[config.mk]
export PLATFORM = sky130hd
export DESIGN_NAME = mc_control_fsm_flat
export DESIGN_NICKNAME = d
export VERILOG_FILES = /design/src/rtl/mc_control_fsm_pkg.sv /design/src/rtl/mc_control_fsm_if.sv /design/src/rtl/mc_control_fsm_alu_ctrl_dec.sv /design/src/rtl/mc_control_fsm.sv /design/src/flat_wrapper.sv
export SDC_FILE = /design/constraint.sdc
export NUM_CORES = 1
export LEC_CHECK = 0
export ABC_AREA = 1
export ABC_CLOCK_PERIOD_IN_PS = 1750
export CORE_MARGIN = 2
export CORE_UTILIZATION = 40
export CTS_CLUSTER_DIAMETER = 100
export DETAILED_ROUTE_END_ITERATION = 16
export PLACE_DENSITY = 0.81
export SLEW_MARGIN = 20
export SYNTH_ARGS = -nofsm -noshare
export SYNTH_HDL_FRONTEND = slang
export SYNTH_HIERARCHICAL = 1
export SYNTH_SLANG_ARGS = --single-unit
[constraint.sdc]
create_clock -name clk -period 1.75 [get_ports clk]
set_clock_uncertainty 0.2 [all_clocks]
set_input_delay 0.525 -clock clk [delete_from_list [all_inputs] [get_ports clk]]
set_output_delay 0.525 -clock clk [all_outputs]
set_load 0.01 [all_outputs]
[src/rtl/mc_control_fsm_pkg.sv]
// Shared encodings for the multicycle RV32I-subset control unit: states, opcodes,
// ALU operation codes and the bundle of decoded control outputs.
package mc_control_fsm_pkg;

  typedef enum logic [2:0] {
    S_IF  = 3'd0,
    S_ID  = 3'd1,
    S_EX  = 3'd2,
    S_MEM = 3'd3,
    S_WB  = 3'd4
  } state_t;

  localparam logic [6:0] OP_R   = 7'b0110011;
  localparam logic [6:0] OP_I   = 7'b0010011;
  localparam logic [6:0] OP_LW  = 7'b0000011;
  localparam logic [6:0] OP_SW  = 7'b0100011;
  localparam logic [6:0] OP_BEQ = 7'b1100011;

  localparam logic [3:0] ALU_AND = 4'b0000;
  localparam logic [3:0] ALU_OR  = 4'b0001;
  localparam logic [3:0] ALU_ADD = 4'b0010;
  localparam logic [3:0] ALU_SUB = 4'b0110;
  localparam logic [3:0] ALU_SLT = 4'b0111;
  localparam logic [3:0] ALU_SRL = 4'b1000;
  localparam logic [3:0] ALU_SLL = 4'b1001;
  localparam logic [3:0] ALU_SRA = 4'b1010;
  localparam logic [3:0] ALU_XOR = 4'b1101;

  typedef struct packed {
    logic       alu_src;
    logic [3:0] alu_ctrl;
    logic       mem_read;
    logic       mem_write;
    logic       mem_to_reg;
    logic       reg_write;
    logic       load_pc;
    logic       pc_src;
  } ctrl_t;

  function automatic logic is_mem_op(input logic [6:0] op);
    return (op == OP_LW) || (op == OP_SW);
  endfunction

endpackage

[src/rtl/mc_control_fsm_if.sv]
// Control bus between the multicycle FSM (master) and the datapath/memories (slave).
interface mc_control_fsm_if;
  logic [31:0] instr;
  logic        zero;
  logic        dmem_ack;
  logic        alu_src;
  logic [3:0]  alu_ctrl;
  logic        mem_read;
  logic        mem_write;
  logic        mem_to_reg;
  logic        reg_write;
  logic        load_pc;
  logic        pc_src;
  logic        mem_err;
  logic [2:0]  state;

  modport master (
    input  instr, zero, dmem_ack,
    output alu_src, alu_ctrl, mem_read, mem_write, mem_to_reg,
           reg_write, load_pc, pc_src, mem_err, state
  );

  modport slave (
    output instr, zero, dmem_ack,
    input  alu_src, alu_ctrl, mem_read, mem_write, mem_to_reg,
           reg_write, load_pc, pc_src, mem_err, state
  );
endinterface

[src/rtl/mc_control_fsm_alu_ctrl_dec.sv]
// ALU operation decode from opcode/funct3/funct7[5]; purely combinational.
module alu_ctrl_dec
  import mc_control_fsm_pkg::*;
(
  input  logic [6:0] opcode,
  input  logic [2:0] funct3,
  input  logic       funct7_5,
  output logic [3:0] alu_ctrl
);

  always_comb begin
    alu_ctrl = ALU_AND;
    case (opcode)
      OP_R, OP_I: begin
        case (funct3)
          // funct7[5] is immediate data for addi, so only R-type sub honours it
          3'b000:         alu_ctrl = (opcode == OP_R && funct7_5) ? ALU_SUB : ALU_ADD;
          3'b001:         alu_ctrl = ALU_SLL;
          3'b010, 3'b011: alu_ctrl = ALU_SLT;
          3'b100:         alu_ctrl = ALU_XOR;
          3'b101:         alu_ctrl = funct7_5 ? ALU_SRA : ALU_SRL;
          3'b110:         alu_ctrl = ALU_OR;
          default:        alu_ctrl = ALU_AND;
        endcase
      end
      OP_LW, OP_SW: alu_ctrl = ALU_ADD;
      OP_BEQ:       alu_ctrl = ALU_SUB;
      default:      alu_ctrl = ALU_AND;
    endcase
  end

endmodule

[src/rtl/mc_control_fsm.sv]
// Multicycle control FSM: IF->ID->EX->MEM->WB, decoding the latched instruction
// into Moore-style datapath controls with a bounded wait for data memory.
module mc_control_fsm
  import mc_control_fsm_pkg::*;
#(
  parameter int MEM_WAIT_MAX = 15
) (
  input  logic              clk,
  input  logic              rst,
  mc_control_fsm_if.master  bus
);

  localparam logic [7:0] WAIT_LAST = 8'(MEM_WAIT_MAX - 1);

  state_t      st, st_nxt;
  logic [31:0] ir;
  logic        branch_taken;
  logic        mem_err;
  logic        timed_out;
  logic [7:0]  wait_cnt;
  logic [3:0]  dec_alu;
  ctrl_t       c;

  logic [6:0] opcode;
  logic       mem_op;
  logic       wait_exp;
  logic       unused_ir;

  assign opcode    = ir[6:0];
  assign mem_op    = is_mem_op(opcode);
  assign wait_exp  = (wait_cnt == WAIT_LAST);
  assign unused_ir = ^{ir[31], ir[29:15], ir[11:7]};

  alu_ctrl_dec u_dec (
    .opcode   (opcode),
    .funct3   (ir[14:12]),
    .funct7_5 (ir[30]),
    .alu_ctrl (dec_alu)
  );

  always_ff @(posedge clk) begin
    if (rst) st <= S_IF;
    else     st <= st_nxt;
  end

  always_comb begin
    st_nxt = S_IF;
    case (st)
      S_IF:  st_nxt = S_ID;
      S_ID:  st_nxt = S_EX;
      S_EX:  st_nxt = S_MEM;
      S_MEM: st_nxt = (!mem_op || bus.dmem_ack || wait_exp) ? S_WB : S_MEM;
      S_WB:  st_nxt = S_IF;
      default: st_nxt = S_IF;
    endcase
  end

  always_ff @(posedge clk) begin
    if (rst) begin
      ir           <= '0;
      branch_taken <= 1'b0;
      wait_cnt     <= '0;
      mem_err      <= 1'b0;
      timed_out    <= 1'b0;
    end else begin
      if (st == S_ID) ir <= bus.instr;
      if (st == S_EX) branch_taken <= (opcode == OP_BEQ) && bus.zero;
      if (st == S_MEM && mem_op) begin
        if (bus.dmem_ack || wait_exp) begin
          wait_cnt <= '0;
          if (!bus.dmem_ack) begin
            mem_err   <= 1'b1;
            timed_out <= 1'b1;
          end
        end else begin
          wait_cnt <= wait_cnt + 8'd1;
        end
      end
      // timed_out is per-instruction; mem_err is the sticky copy
      if (st == S_WB) timed_out <= 1'b0;
    end
  end

  always_comb begin
    c = '0;
    if (st inside {S_EX, S_MEM, S_WB}) begin
      c.alu_src  = (opcode == OP_I) || mem_op;
      c.alu_ctrl = dec_alu;
    end
    case (st)
      S_MEM: begin
        c.mem_read  = (opcode == OP_LW);
        c.mem_write = (opcode == OP_SW);
      end
      S_WB: begin
        c.mem_to_reg = (opcode == OP_LW);
        c.reg_write  = (opcode == OP_R) || (opcode == OP_I) ||
                       ((opcode == OP_LW) && !timed_out);
        c.load_pc    = 1'b1;
        c.pc_src     = branch_taken;
      end
      default: ;
    endcase
  end

  assign bus.alu_src    = c.alu_src;
  assign bus.alu_ctrl   = c.alu_ctrl;
  assign bus.mem_read   = c.mem_read;
  assign bus.mem_write  = c.mem_write;
  assign bus.mem_to_reg = c.mem_to_reg;
  assign bus.reg_write  = c.reg_write;
  assign bus.load_pc    = c.load_pc;
  assign bus.pc_src     = c.pc_src;
  assign bus.mem_err    = mem_err;
  assign bus.state      = st;

endmodule

[src/flat_wrapper.sv]
// flat-port wrapper written by rule: the top's interface ports become plain ports
module mc_control_fsm_flat import mc_control_fsm_pkg::*;
#(
  parameter int MEM_WAIT_MAX = 15
)
  (clk, rst, bus_instr, bus_zero, bus_dmem_ack, bus_alu_src, bus_alu_ctrl, bus_mem_read, bus_mem_write, bus_mem_to_reg, bus_reg_write, bus_load_pc, bus_pc_src, bus_mem_err, bus_state);
  mc_control_fsm_if bus_i ();
  input  logic clk;
  input  logic rst;
  input wire logic [$bits(bus_i.instr)-1:0] bus_instr;
  input wire logic [$bits(bus_i.zero)-1:0] bus_zero;
  input wire logic [$bits(bus_i.dmem_ack)-1:0] bus_dmem_ack;
  output wire logic [$bits(bus_i.alu_src)-1:0] bus_alu_src;
  output wire logic [$bits(bus_i.alu_ctrl)-1:0] bus_alu_ctrl;
  output wire logic [$bits(bus_i.mem_read)-1:0] bus_mem_read;
  output wire logic [$bits(bus_i.mem_write)-1:0] bus_mem_write;
  output wire logic [$bits(bus_i.mem_to_reg)-1:0] bus_mem_to_reg;
  output wire logic [$bits(bus_i.reg_write)-1:0] bus_reg_write;
  output wire logic [$bits(bus_i.load_pc)-1:0] bus_load_pc;
  output wire logic [$bits(bus_i.pc_src)-1:0] bus_pc_src;
  output wire logic [$bits(bus_i.mem_err)-1:0] bus_mem_err;
  output wire logic [$bits(bus_i.state)-1:0] bus_state;
  assign bus_i.instr = bus_instr;
  assign bus_i.zero = bus_zero;
  assign bus_i.dmem_ack = bus_dmem_ack;
  assign bus_alu_src = bus_i.alu_src;
  assign bus_alu_ctrl = bus_i.alu_ctrl;
  assign bus_mem_read = bus_i.mem_read;
  assign bus_mem_write = bus_i.mem_write;
  assign bus_mem_to_reg = bus_i.mem_to_reg;
  assign bus_reg_write = bus_i.reg_write;
  assign bus_load_pc = bus_i.load_pc;
  assign bus_pc_src = bus_i.pc_src;
  assign bus_mem_err = bus_i.mem_err;
  assign bus_state = bus_i.state;
  mc_control_fsm #(.MEM_WAIT_MAX(MEM_WAIT_MAX)) u_core (.clk(clk), .rst(rst), .bus(bus_i));
endmodule
==> results of run 1 <==
## logic make-up after synthesis
group,count (synthesis),synth area share
buffers and inverters,35,0.100
and+or+nand+nor,115,0.397
DFF,25,0.351
AOI/OAI and AO/OA,36,0.134
adders and majority gates,2,0.0176
## how the worst min path moves through the flow
stage | startpoint | end | slack [ps] | depth (start not counted)
finish | u_core/bus.mem_err | u_core/bus.mem_err | 280 | 2
detailed placement | u_core/bus.mem_err | u_core/bus.mem_err | 250 | 2
floorplan | u_core/timed_out | u_core/timed_out | 230 | 2
global placement | u_core/bus.mem_err | u_core/bus.mem_err | 240 | 2
global route | u_core/bus.mem_err | u_core/bus.mem_err | 300 | 2
CTS | u_core/bus.mem_err | u_core/bus.mem_err | 260 | 2
## metrics by stage
stage | setup WS (ps) | utilization | total power (W) | TNS (ps) | area [sq um]
after detailed placement | -533 | 0.601 | 0.000872 | -5210 | 2040
after floorplan | -24.7 | - | 0.000753 | -51.5 | 1500
after global routing | -577 | 0.661 | 0.00125 | -6580 | 2240
after global placement | -490 | 0.601 | 0.000866 | -4800 | 2040
final | -475 | 0.661 | 0.00119 | -4690 | 2240
after CTS | -486 | 0.624 | 0.00115 | -4480 | 2120
## Yosys cell counts
cell type   n  area (sq um)
a211oi_1    1          7.51
a21oi_1    25           125
buf_4       1          7.51
buf_6       1          11.3
clkbuf_1    2          7.51
clkinv_1    2          7.51
dfxtp_1    25           500
ha_1        2          25.0
inv_1      27           101
inv_2       2          7.51
nand2_1    42           158
nand2_2     1          6.26
nand2_4     2          22.5
nand3_1    25           125
nand3_2     2          20.0
nand3_4     1          17.5
nand4_1     4          25.0
nor2_1     26          97.6
nor2_2      3          18.8
nor2_4      3          33.8
nor3_1      5          25.0
nor3_4      1          16.3
o21ai_0     7          35.0
o21ai_2     1          8.76
o21bai_1    1          7.51
o31ai_1     1          7.51
## metal layers
| metal | wire [um] | up-vias | GRT usage |
|---|---|---|---|
| met2 | 2310 | 73 | 0.346 |
| met1 | 1870 | 784 | 0.277 |
| met5 | 0 | - | 0 |
| met4 | 92 | 0 | 0.0761 |
| met3 | 256 | 10 | 0.0125 |
| li1 | - | 833 | - |
## worst reg2reg max path, stage by stage, from the launching register on
cell     delay, ps
dfxtp_2        350
buf_4          160
inv_2           80
buf_4          120
nand4_1        240
nor2_4         330
nand3_4        130
a21oi_2        130
## cell type report
type / count / area (sq um) / area share
Tap cell: 46 / 57.6 / 0.0257
Clock buffer: 4 / 26.3 / 0.0117
Timing Repair Buffer: 65 / 567 / 0.253
Sequential cell: 25 / 524 / 0.234
Inverter: 31 / 126 / 0.0564
Multi-Input combinational cell: 154 / 941 / 0.420
## state kept, by name, summed over array words and instances, names as in the netlist
register	flops
u_core/bus.state	3
u_core/ir	11
u_core/branch_taken	1
u_core/wait_cnt	8
u_core/timed_out	1
u_core/bus.mem_err	1
## cells in the final DEF (no fill, tap or decap), drive strengths merged
cell           Yosys  layout
buf                2      50
nand2             45      45
nor2              32      33
inv               29      30
nand3             28      28
a21oi             25      25
dfxtp             25      25
clkdlybuf4s50      0      14
o21ai              8       8
nor3               6       6
nand4              4       4
clkbuf             2       4
ha                 2       2
dlygate4sd2        0       1
o31ai              1       1
a211oi             1       1
o21bai             1       1
clkinv             2       1
## report_power, final
| group | internal (W) | leakage, nW | switching (W) |
|---|---|---|---|
| clock network | 0.0000898 | 0.0150 | 0.000186 |
| registers | 0.000594 | 0.209 | 0.0000321 |
| logic | 0.000143 | 0.690 | 0.000147 |
## what timing repair did
item	CTS	global route
endpoints found under the setup margin	15	21
gates cloned	0	1
buffers inserted	6	3
pin swaps	9	16
gates resized for setup	74	32
==> metrics, run 1 <==
final WL 4530 um; Sink Count 25; Final WS setup -475 ps; ANT nets after route 0; CP endpoint kind primary output; Initial DRC Count 116; initial antenna violation count 0; Final Slew Violations 0; Slew HR 0.715; # Max-Cap Violations 0; status finished with violations; Worst-path clk slew 140 ps; Max stage delay on crit path 400 ps; layout cells sized above 1 0.391; unrepaired setup endpoints after global routing true; final hold viol count 0; Tcrit/Tclk final 1.27; failing checks setup timing; DRC violations left 0; synth-to-layout area growth 57.3%; drt via density 5.23; clk_lat worst skew 330 ps; CP most frequent cell nor2_4; crit path DAT 1500 ps; warning count from the yosys run 6; syn_nets 251; Critical Path RT 1020 ps; end of the worst register-to-register path u_core/timed_out; TritonCTS clock tree done; wire per inst 13.9 um; H-tree depth 1; fill count 272; n_diodes 0; ordered list of cells on the worst path nor2_4, nand3_4, nor2_4, buf_4, nand2_2, nor2_2, buf_2; clock root buffer clkbuf_4; WS Path Type flop to primary output; Via Count 1700; post-synthesis sequential area ratio 0.351; Yosys cell types 26; TritonRoute pass-1 iters 5; HPWL Detailed 2780 um; first-pass GRT wire length 6690 um; hold crit path type flop to flop; PortBufs 29; Mapped Cells 213; CTS buffer count 3; Leak 0.914 nW; Worst R2R Setup Slack -30 ps; standard-cell rows 21; Mapped Avg Cell Area 6.69 sq um; fmax 0.449 GHz; I/O pins 51; Final Wtd Congestion 0.883; crit-path leading delay family simple AND/OR/NAND/NOR gates; CP max-delay cell dfxtp_4; Reg2Reg Depth 7; Levels on crit path 7; Yosys reg bits 25; Final setup viols 20; deepest clock path buffer count 2; CORE AREA 0.00339 sq mm; DIE HEIGHT 63.7 um; Total Routing Usage GR 0.206; Startpoint Class flop; fin crit period 2230 ps; nets 318; Peak VDD IR 283 uV; crit path to bus_mem_to_reg; placed cells 311; largest net degree at the start of global routing 16; Initial Util 0.420; hold slack 276 ps; vias in the first global route 1522; worst slew pin tran 423 ps; Post-CTS Hold Buffers 0; Critical Path Source u_core/ir[2]; Pwr Density 531 mW/mm^2; Post-Syn Area 0.00143 sq mm; non-filler instance count after layout 325; chip width 63.7 um; total die area 0.00406 sq mm; CP bufs+invs 2; global route overflow 0; Reg-to-Reg Start u_core/ir[4]; Crit Path Max Fanout 4
(Power assumes the default switching activity.)
==> inputs of run 2 (changes only) <==
--- a/config.mk
+++ b/config.mk
@@ -8,10 +8,10 @@
 export ABC_AREA = 1
 export ABC_CLOCK_PERIOD_IN_PS = 1750
 export CORE_MARGIN = 2
-export CORE_UTILIZATION = 40
+export CORE_UTILIZATION = 44
 export CTS_CLUSTER_DIAMETER = 100
 export DETAILED_ROUTE_END_ITERATION = 16
-export PLACE_DENSITY = 0.81
+export PLACE_DENSITY = 0.87
 export SLEW_MARGIN = 20
 export SYNTH_ARGS = -nofsm -noshare
 export SYNTH_HDL_FRONTEND = slang
==> metrics, run 2 (synthesis gave the netlist of run 1 again) <==
status finished with violations; failing checks setup timing; chip width 60.9 um (-4.4%); fin crit period 2270 ps (+46.7 ps); Final Slew Violations 0 (unchanged); unrepaired setup endpoints after global routing true; ordered list of cells on the worst path inv_6, nor3_4, buf_4, nand4_1, o31ai_4, buf_2; drt via density 5.34 (+2.1%); fill count 244 (-10%); commonest non-fill, non-tap cell in the layout nand2_1; CP max-delay cell dfxtp_4; ANT nets after route 0 (unchanged); Final setup viols 12 (-40%); Peak VDD IR 389 uV (+38%); Crit Path Max Fanout 3 (-1); Most flops, register u_core/ir; most frequent cells in the layout nand2_1 (39), buf_4 (29), nand3_1 (24); WS Path Type flop to primary output; Initial Util 0.463 (+0.0426); HPWL Detailed 2810 um (+1.2%); H-tree depth 1 (unchanged); I/O pins 51 (unchanged); hold slack 287 ps (+11.7 ps); PortBufs 29 (unchanged); DIE HEIGHT 60.9 um (-4.4%); final instance area 0.00219 sq mm (-2.3%); n_diodes 0 (unchanged); Startpoint Class flop; Sink Count 25 (unchanged); total die area 0.00371 sq mm (-8.5%); largest net degree at the start of global routing 16 (unchanged); standard-cell rows 20 (-4.8%); first-pass GRT wire length 6980 um (+4.3%); wire per inst 13.3 um (-4.4%); crit-path leading delay family simple AND/OR/NAND/NOR gates; deepest clock path buffer count 2 (unchanged); Total Routing Usage GR 0.250 (+0.0440); hold crit path type flop to flop; final hold viol count 0 (unchanged); clock root buffer clkbuf_4; vias in the first global route 1590 (+4.5%); layout cells sized above 1 0.363 (-0.0277); Worst-path clk slew 130 ps (about the same); Initial DRC Count 129 (+11%); Leak 0.912 nW (-0.25%); worst slew pin tran 381 ps (-42.1 ps); clk_lat worst skew 310 ps (-20 ps); Critical Path RT 1020 ps (about the same); TritonCTS clock tree done; global route overflow 0 (unchanged); crit path DAT 1550 ps (+50 ps); DP Area 0.00206 sq mm (+0.98%); TritonRoute pass-1 iters 7 (+2); final WL 4330 um (-4.4%); Via Count 1735 (+2.1%); Max stage delay on crit path 390 ps (about the same); Slew HR 0.744 (+0.0284); Final Wtd Congestion 0.823 (-6.8%); CP bufs+invs 3 (+1); Tcrit/Tclk final 1.30 (+0.0267); CP endpoint kind primary output; synth-to-layout area growth 53.6%; nets 320 (+0.63%); Final WS setup -522 ps (-46.7 ps); Post-CTS Hold Buffers 0 (unchanged); initial antenna violation count 0 (unchanged); CTS buffer count 3 (unchanged); CORE AREA 0.00308 sq mm (-9.2%); # Max-Cap Violations 0 (unchanged); Pwr Density 529 mW/mm^2 (-0.48%); max FFs per register 11 (unchanged); DRC violations left 0 (unchanged); fmax 0.440 GHz (-2.1%)
-- run 2: changes by cell type in the layout (fill, tap and decap cells not counted), sizes merged --
cell,delta
inv,-1
buf,+2
clkinv,+1
-- run 2: layout make-up --
type	instances	area (sq um)	share of cell area
flip-flops and latches	25	524	0.239
repair buffers	67	578	0.264
well taps	44	55.1	0.0251
multi-input cells	154	882	0.403
inverters	31	124	0.0566
clock buffers	4	26.3	0.0120
-- run 2: layer usage --
layer / routed length (um) / GRT usage / up-vias
li1: - / - / 832
met1: 1770 / 0.330 / 800
met2: 2190 / 0.429 / 95
met3: 289 / 0.0107 / 8
met4: 75 / 0.102 / 0
met5: 0 / 0 / -
-- run 2: worst paths after layout --
check                       from                  to  slack [ps]  cells after the start
max          u_core/bus.state[2]       bus_reg_write        -520                      6
min           u_core/bus.mem_err  u_core/bus.mem_err         290                      2
max reg2reg         u_core/ir[6]  u_core/bus.mem_err          50                      6
min reg2reg   u_core/bus.mem_err  u_core/bus.mem_err         290                      2
-- run 2: where the power goes --
part	switching (W)	internal [W]
sequential	0.0000320	0.000593
combinational	0.000137	0.000141
clock	0.000165	0.0000890
total	0.000334	0.000823
-- run 2: repair_timing --
action | 4_1_cts | 5_1_grt
gates resized for setup | 81 | 12
pin swaps | 5 | 8
endpoints found under the setup margin | 15 | 28
setup buffers | 9 | 3
gates cloned | 0 | 1
endpoints found under the hold margin | 0 | 0
-- run 2: per-stage QoR --
step	TNS, ps	setup slack (ps)	util	total power [W]	std cells
after CTS	-4500	-515	0.700	0.00116	324
after global routing	-5960	-640	0.711	0.00122	325
after floorplan	-51.5	-24.7	-	0.000753	213
after global placement	-4810	-480	0.668	0.000869	312
after detailed placement	-5500	-524	0.668	0.000878	312
final	-4650	-522	0.711	0.00116	325
-- run 2: tightest hold or removal path, delay by kind of cell (launching register included) --
family / cells / cell delay, ps
flops: 1 / 340
buf+inv: 1 / 70
compound gates: 1 / 50
==> inputs of run 3 (changes only) <==
--- a/config.mk
+++ b/config.mk
@@ -7,7 +7,6 @@
 export LEC_CHECK = 0
 export ABC_AREA = 1
 export ABC_CLOCK_PERIOD_IN_PS = 1750
-export CORE_MARGIN = 2
 export CORE_UTILIZATION = 44
 export CTS_CLUSTER_DIAMETER = 100
 export DETAILED_ROUTE_END_ITERATION = 16
==> metrics, run 3 (synthesis gave the netlist of run 1 again) <==
status finished with violations; failing checks setup timing; Peak VDD IR 451 uV (+16%); nets 320 (unchanged); deepest clock path buffer count 2 (unchanged); CP endpoint kind primary output; Worst-path clk slew 140 ps (about the same); clk_lat worst skew 320 ps (about the same); Final setup viols 13 (+1); Startpoint Class flop; hold endpoint u_core/bus.mem_err; CP bufs+invs 2 (-1); Initial DRC Count 114 (-12%); synth-to-layout area growth 57.8%; standard-cell rows 20 (unchanged); TritonRoute pass-1 iters 4 (-3); Sink Count 25 (unchanged); Hold Path Depth 2 (unchanged); TritonCTS clock tree done; # Max-Cap Violations 0 (unchanged); ANT nets after route 0 (unchanged); Final Wtd Congestion 0.833 (+1.2%); CORE AREA 0.00305 sq mm (-0.81%); Leak 0.919 nW (+0.79%); PortBufs 29 (unchanged); commonest non-fill, non-tap cell in the layout nand2_1; Worst R2R Setup Slack 20 ps (-30 ps); Reg2Reg Depth 7 (+1); placed cells 312 (unchanged); Pwr Density 528 mW/mm^2 (-0.20%); Tcrit/Tclk final 1.28 (-0.0167); final hold viol count 0 (unchanged); Total Routing Usage GR 0.258 (+0.00833); Hold Startpoint u_core/bus.mem_err; HPWL Detailed 2770 um (-1.4%); Crit Path Max Fanout 3 (unchanged); I/O pins 51 (unchanged); drt via density 5.32 (-0.40%); CP max-delay cell dfxtp_4; Reg-to-Reg Start u_core/ir[4]; most frequent cells in the layout nand2_1 (40), buf_4 (27), nand3_1 (24); ordered list of cells on the worst path nor3_4, buf_6, nand4_1, o31ai_4, buf_2; H-tree depth 1 (unchanged); worst slew pin tran 345 ps (-35.7 ps); Critical Path RT 1020 ps (about the same); largest net degree at the start of global routing 16 (unchanged); n_diodes 0 (unchanged); layout cells sized above 1 0.374 (+0.0107); fill count 220 (-9.8%); crit-path leading delay family simple AND/OR/NAND/NOR gates; Final Slew Violations 0 (unchanged); non-filler instance count after layout 325 (unchanged); DP Area 0.00206 sq mm (unchanged); vias in the first global route 1523 (-4.2%); max FFs per register 11 (unchanged); Via Count 1728 (-0.40%); WS Path Type flop to primary output; CTS buffer count 3 (unchanged); DIE HEIGHT 58.9 um (-3.3%); Final WS setup -493 ps (+29.1 ps); clock root buffer clkbuf_4; wire per inst 14.1 um (+5.6%); hold crit path type flop to flop; setup TNS -4420 ps (+228 ps); global route overflow 0 (unchanged); chip width 58.9 um (-3.3%); Initial Util 0.467 (+0.00380); final WL 4570 um (+5.6%); fin crit period 2240 ps (-29.1 ps); end of the worst register-to-register path u_core/bus.mem_err; total die area 0.00347 sq mm (-6.5%); initial antenna violation count 0 (unchanged); final instance area 0.00225 sq mm (+2.7%); unrepaired setup endpoints after global routing true; crit path DAT 1520 ps (-30 ps); DRC violations left 0 (unchanged); Slew HR 0.768 (+0.0241); Max stage delay on crit path 380 ps (about the same); Most flops, register u_core/ir; fmax 0.446 GHz (+1.3%); first-pass GRT wire length 6780 um (-3.0%)
==> run 3: where the power goes <==
group | leakage, nW | internal, W | switching [W] | total (W)
logic | 0.694 | 0.000144 | 0.000148 | 0.000292
registers | 0.209 | 0.000593 | 0.0000339 | 0.000627
clock network | 0.0150 | 0.0000892 | 0.000178 | 0.000268
total | 0.919 | 0.000826 | 0.000360 | 0.00119
==> run 3: metal layers <==
metal | routed length (um) | vias up | GRT usage
met5 | 0 | - | 0
met4 | 74 | 0 | 0.102
met3 | 281 | 8 | 0.0396
met2 | 2250 | 66 | 0.420
li1 | - | 833 | -
met1 | 1970 | 821 | 0.343
==> run 3: stage by stage <==
step           hold WS, ps  utilization  setup WS (ps)  power [W]
3_3_place_gp           244        0.674           -511   0.000869
4_1_cts                266        0.701           -505    0.00115
5_1_grt                299        0.736           -581    0.00124
6_report               277        0.736           -493    0.00119
3_5_place_dp           246        0.674           -539   0.000877
2_1_floorplan          232            -          -24.7   0.000753
==> run 3: area by class of cell <==
type                       instances  area, sq um  share of cell area
sequential                        25          527               0.234
timing repair buffer              67          596               0.265
multi-input combinational        154          918               0.408
clock buffer                       4         26.3              0.0117
inverter                          31          126              0.0562
tap                               44         55.1              0.0245
==> run 3: worst max path at each step <==
stage | to | start | slack, ps | depth (start not counted)
finish | bus_reg_write | u_core/bus.state[0] | -490 | 5
global route | bus_reg_write | u_core/ir[1] | -580 | 7
CTS | bus_reg_write | u_core/bus.state[2] | -510 | 6
detailed placement | bus_reg_write | u_core/ir[1] | -540 | 7
global placement | bus_reg_write | u_core/bus.state[2] | -510 | 5
floorplan | bus_alu_src | u_core/bus.state[2] | -20 | 4
==> run 3: worst min-delay path: cells and delay by family (launching register included) <==
family	cells	cell delay, ps
DFF	1	340
AOI/OAI and AO/OA	1	50
buffers and inverters	1	60
==> run 3: what timing repair did <==
action,4_1_cts,5_1_grt
hold buffers,0,0
hold endpoints to repair,0,0
pin swaps,6,8
cloned,0,1
resized for setup,78,29
buffers inserted,6,7
setup endpoints to repair,23,26
==> RTL change, RTL diff (flow settings as in run 2) <==
Make the reset (`rst`) asynchronous in 2 clocked blocks.
--- a/src/rtl/mc_control_fsm.sv
+++ b/src/rtl/mc_control_fsm.sv
@@ -40,3 +40,3 @@
 
-  always_ff @(posedge clk) begin
+  always_ff @(posedge clk or posedge rst) begin
     if (rst) st <= S_IF;
@@ -57,3 +57,3 @@
 
-  always_ff @(posedge clk) begin
+  always_ff @(posedge clk or posedge rst) begin
     if (rst) begin
Check against the original RTL: differs if rst is asserted again (counterexample within 4 cycles, from zero or initial values and one cycle with rst high); with rst held inactive, the same outputs for 10 cycles.
==> RTL change against run 2 <==
The flow still finishes with violations (negative setup slack); worst setup slack worse by 110 ps; via count down 11%; largest cell class unchanged; synthesized area rose by 5.8%; sequential cell count did not move; critical path depth is 1 higher; cell area grew 9.0%; routed wire length grew 1.1%.
Power is left out: it rests on default switching activity, and per cell area and clock period it moved more than threefold.
==> RTL change: results (changes against run 2) <==
Run status
  • Status: finished, violations left
  • Violated checks: negative setup slack

Cells and area
  • Share of cells above drive strength 1: 0.475 (+0.112)
  • Multi-input gate count: 126 (-18%)
  • Clock-cell share: 0.0115 (-0.000470)
  • Total Nets Final: 302 (-5.6%)
  • ANT cells: 0 (unchanged)
  • Reg area: 631 um2 (+20%)
  • Clock buffer count: 3 (-1)
  • Seq_cells: 25 (unchanged)
  • Non-clk bufs: 76 (+13%)
  • Fill cells: 209 (-14%)
  • Nonclk inv count: 32 (+3.2%)
  • Layout non-clock buf frac: 0.273 (+0.00906)
  • Seq/total area: 0.264 (+0.0247)
  • Multi-input combinational area share: 0.373 (-0.0297)

Global route
  • Grt met1 use: 0.272 (-0.0582)
  • GRT Total Usage: 0.214 (-0.0358)
  • First-pass GRT wire length: 6.64 mm (-4.8%)
  • Met3 usage in global routing: 0.0126 (+0.00195)
  • Vias in the first global route: 1450 (-8.8%)
  • Largest net degree at the start of global routing: 26 (+10)
  • Routing usage on met2: 0.372 (-0.0563)

Synthesis
  • Ys async rst share: 1.00 (+1.00)
  • Synth Area in Compound Gates: 0.0772 (-0.0571)
  • Post-Synth Adder-Cell Area: 0.0166 (-0.000962)
  • Top FF cell, synth: dfrtp_1
  • Syn avg cell area: 8.19 um2 (+22%)
  • Area contributors post-synth: dfrtp_1 41%, nand2_1 8.7%, inv_1 7.2%
  • Mapped Nets: 222 (-12%)

Route
  • WL met2: 2.36 mm (+7.4%)
  • WL met1: 1.77 mm (+0.11%)
  • Via count: 1551 (-11%)
  • TritonRoute pass-1 iters: 4 (-3)
  • Met3 routed WL: 171 um (-41%)

Setup path
  • Crit Path Max Fanout: 4 (+1)
  • CP top delay family: flip-flops
  • CP max stage delay: 420 ps (+30 ps)
  • CP max stage cell: dfrtp_1
  • R2r endpoint: u_core/wait_cnt[2]$_DFFE_PP0P_
  • Setup crit end: bus_alu_src
  • Worst reg2reg path depth: 8 (+2)

Timing
  • PnR worst setup slack: -629 ps (-107 ps)
  • Worst slew pin tran: 388 ps (+7.25 ps)
  • Final setup violating endpoints: 13 (+1)

Clock tree
  • Reg clk slew, reported paths: 130 ps (about the same)
  • Clock Latency Late Sink: 330 ps (+20 ps)

Die
  • Die width: 62.5 um (+2.7%)

Placed design
  • Routability congestion estimate: 0.804 (-2.3%)
  • Placed Area: 0.00209 mm2 (+1.5%)
  • DP HPWL: 2.54 mm (-9.8%)
  • Post-Place Worst Slack: -529 ps (-4.82 ps)
## RTL change: worst min path at each step
stage	startpoint	endpoint	slack, ps	cells past startpoint
3_3_place_gp	u_core/bus.mem_err$_DFFE_PP0P_	u_core/bus.mem_err$_DFFE_PP0P_	250	2
3_5_place_dp	u_core/bus.mem_err$_DFFE_PP0P_	u_core/bus.mem_err$_DFFE_PP0P_	260	2
6_report	u_core/bus.mem_err$_DFFE_PP0P_	u_core/bus.mem_err$_DFFE_PP0P_	280	2
5_1_grt	u_core/bus.mem_err$_DFFE_PP0P_	u_core/bus.mem_err$_DFFE_PP0P_	300	2
2_1_floorplan	u_core/wait_cnt[7]$_DFFE_PP0P_	u_core/wait_cnt[7]$_DFFE_PP0P_	290	2
4_1_cts	u_core/bus.mem_err$_DFFE_PP0P_	u_core/bus.mem_err$_DFFE_PP0P_	290	2
## RTL change: what timing repair did
item                       in CTS  in global routing
gates resized for setup        91                 11
setup buffers                  16                  9
pin swaps                      11                 12
setup endpoints to repair      15                 18
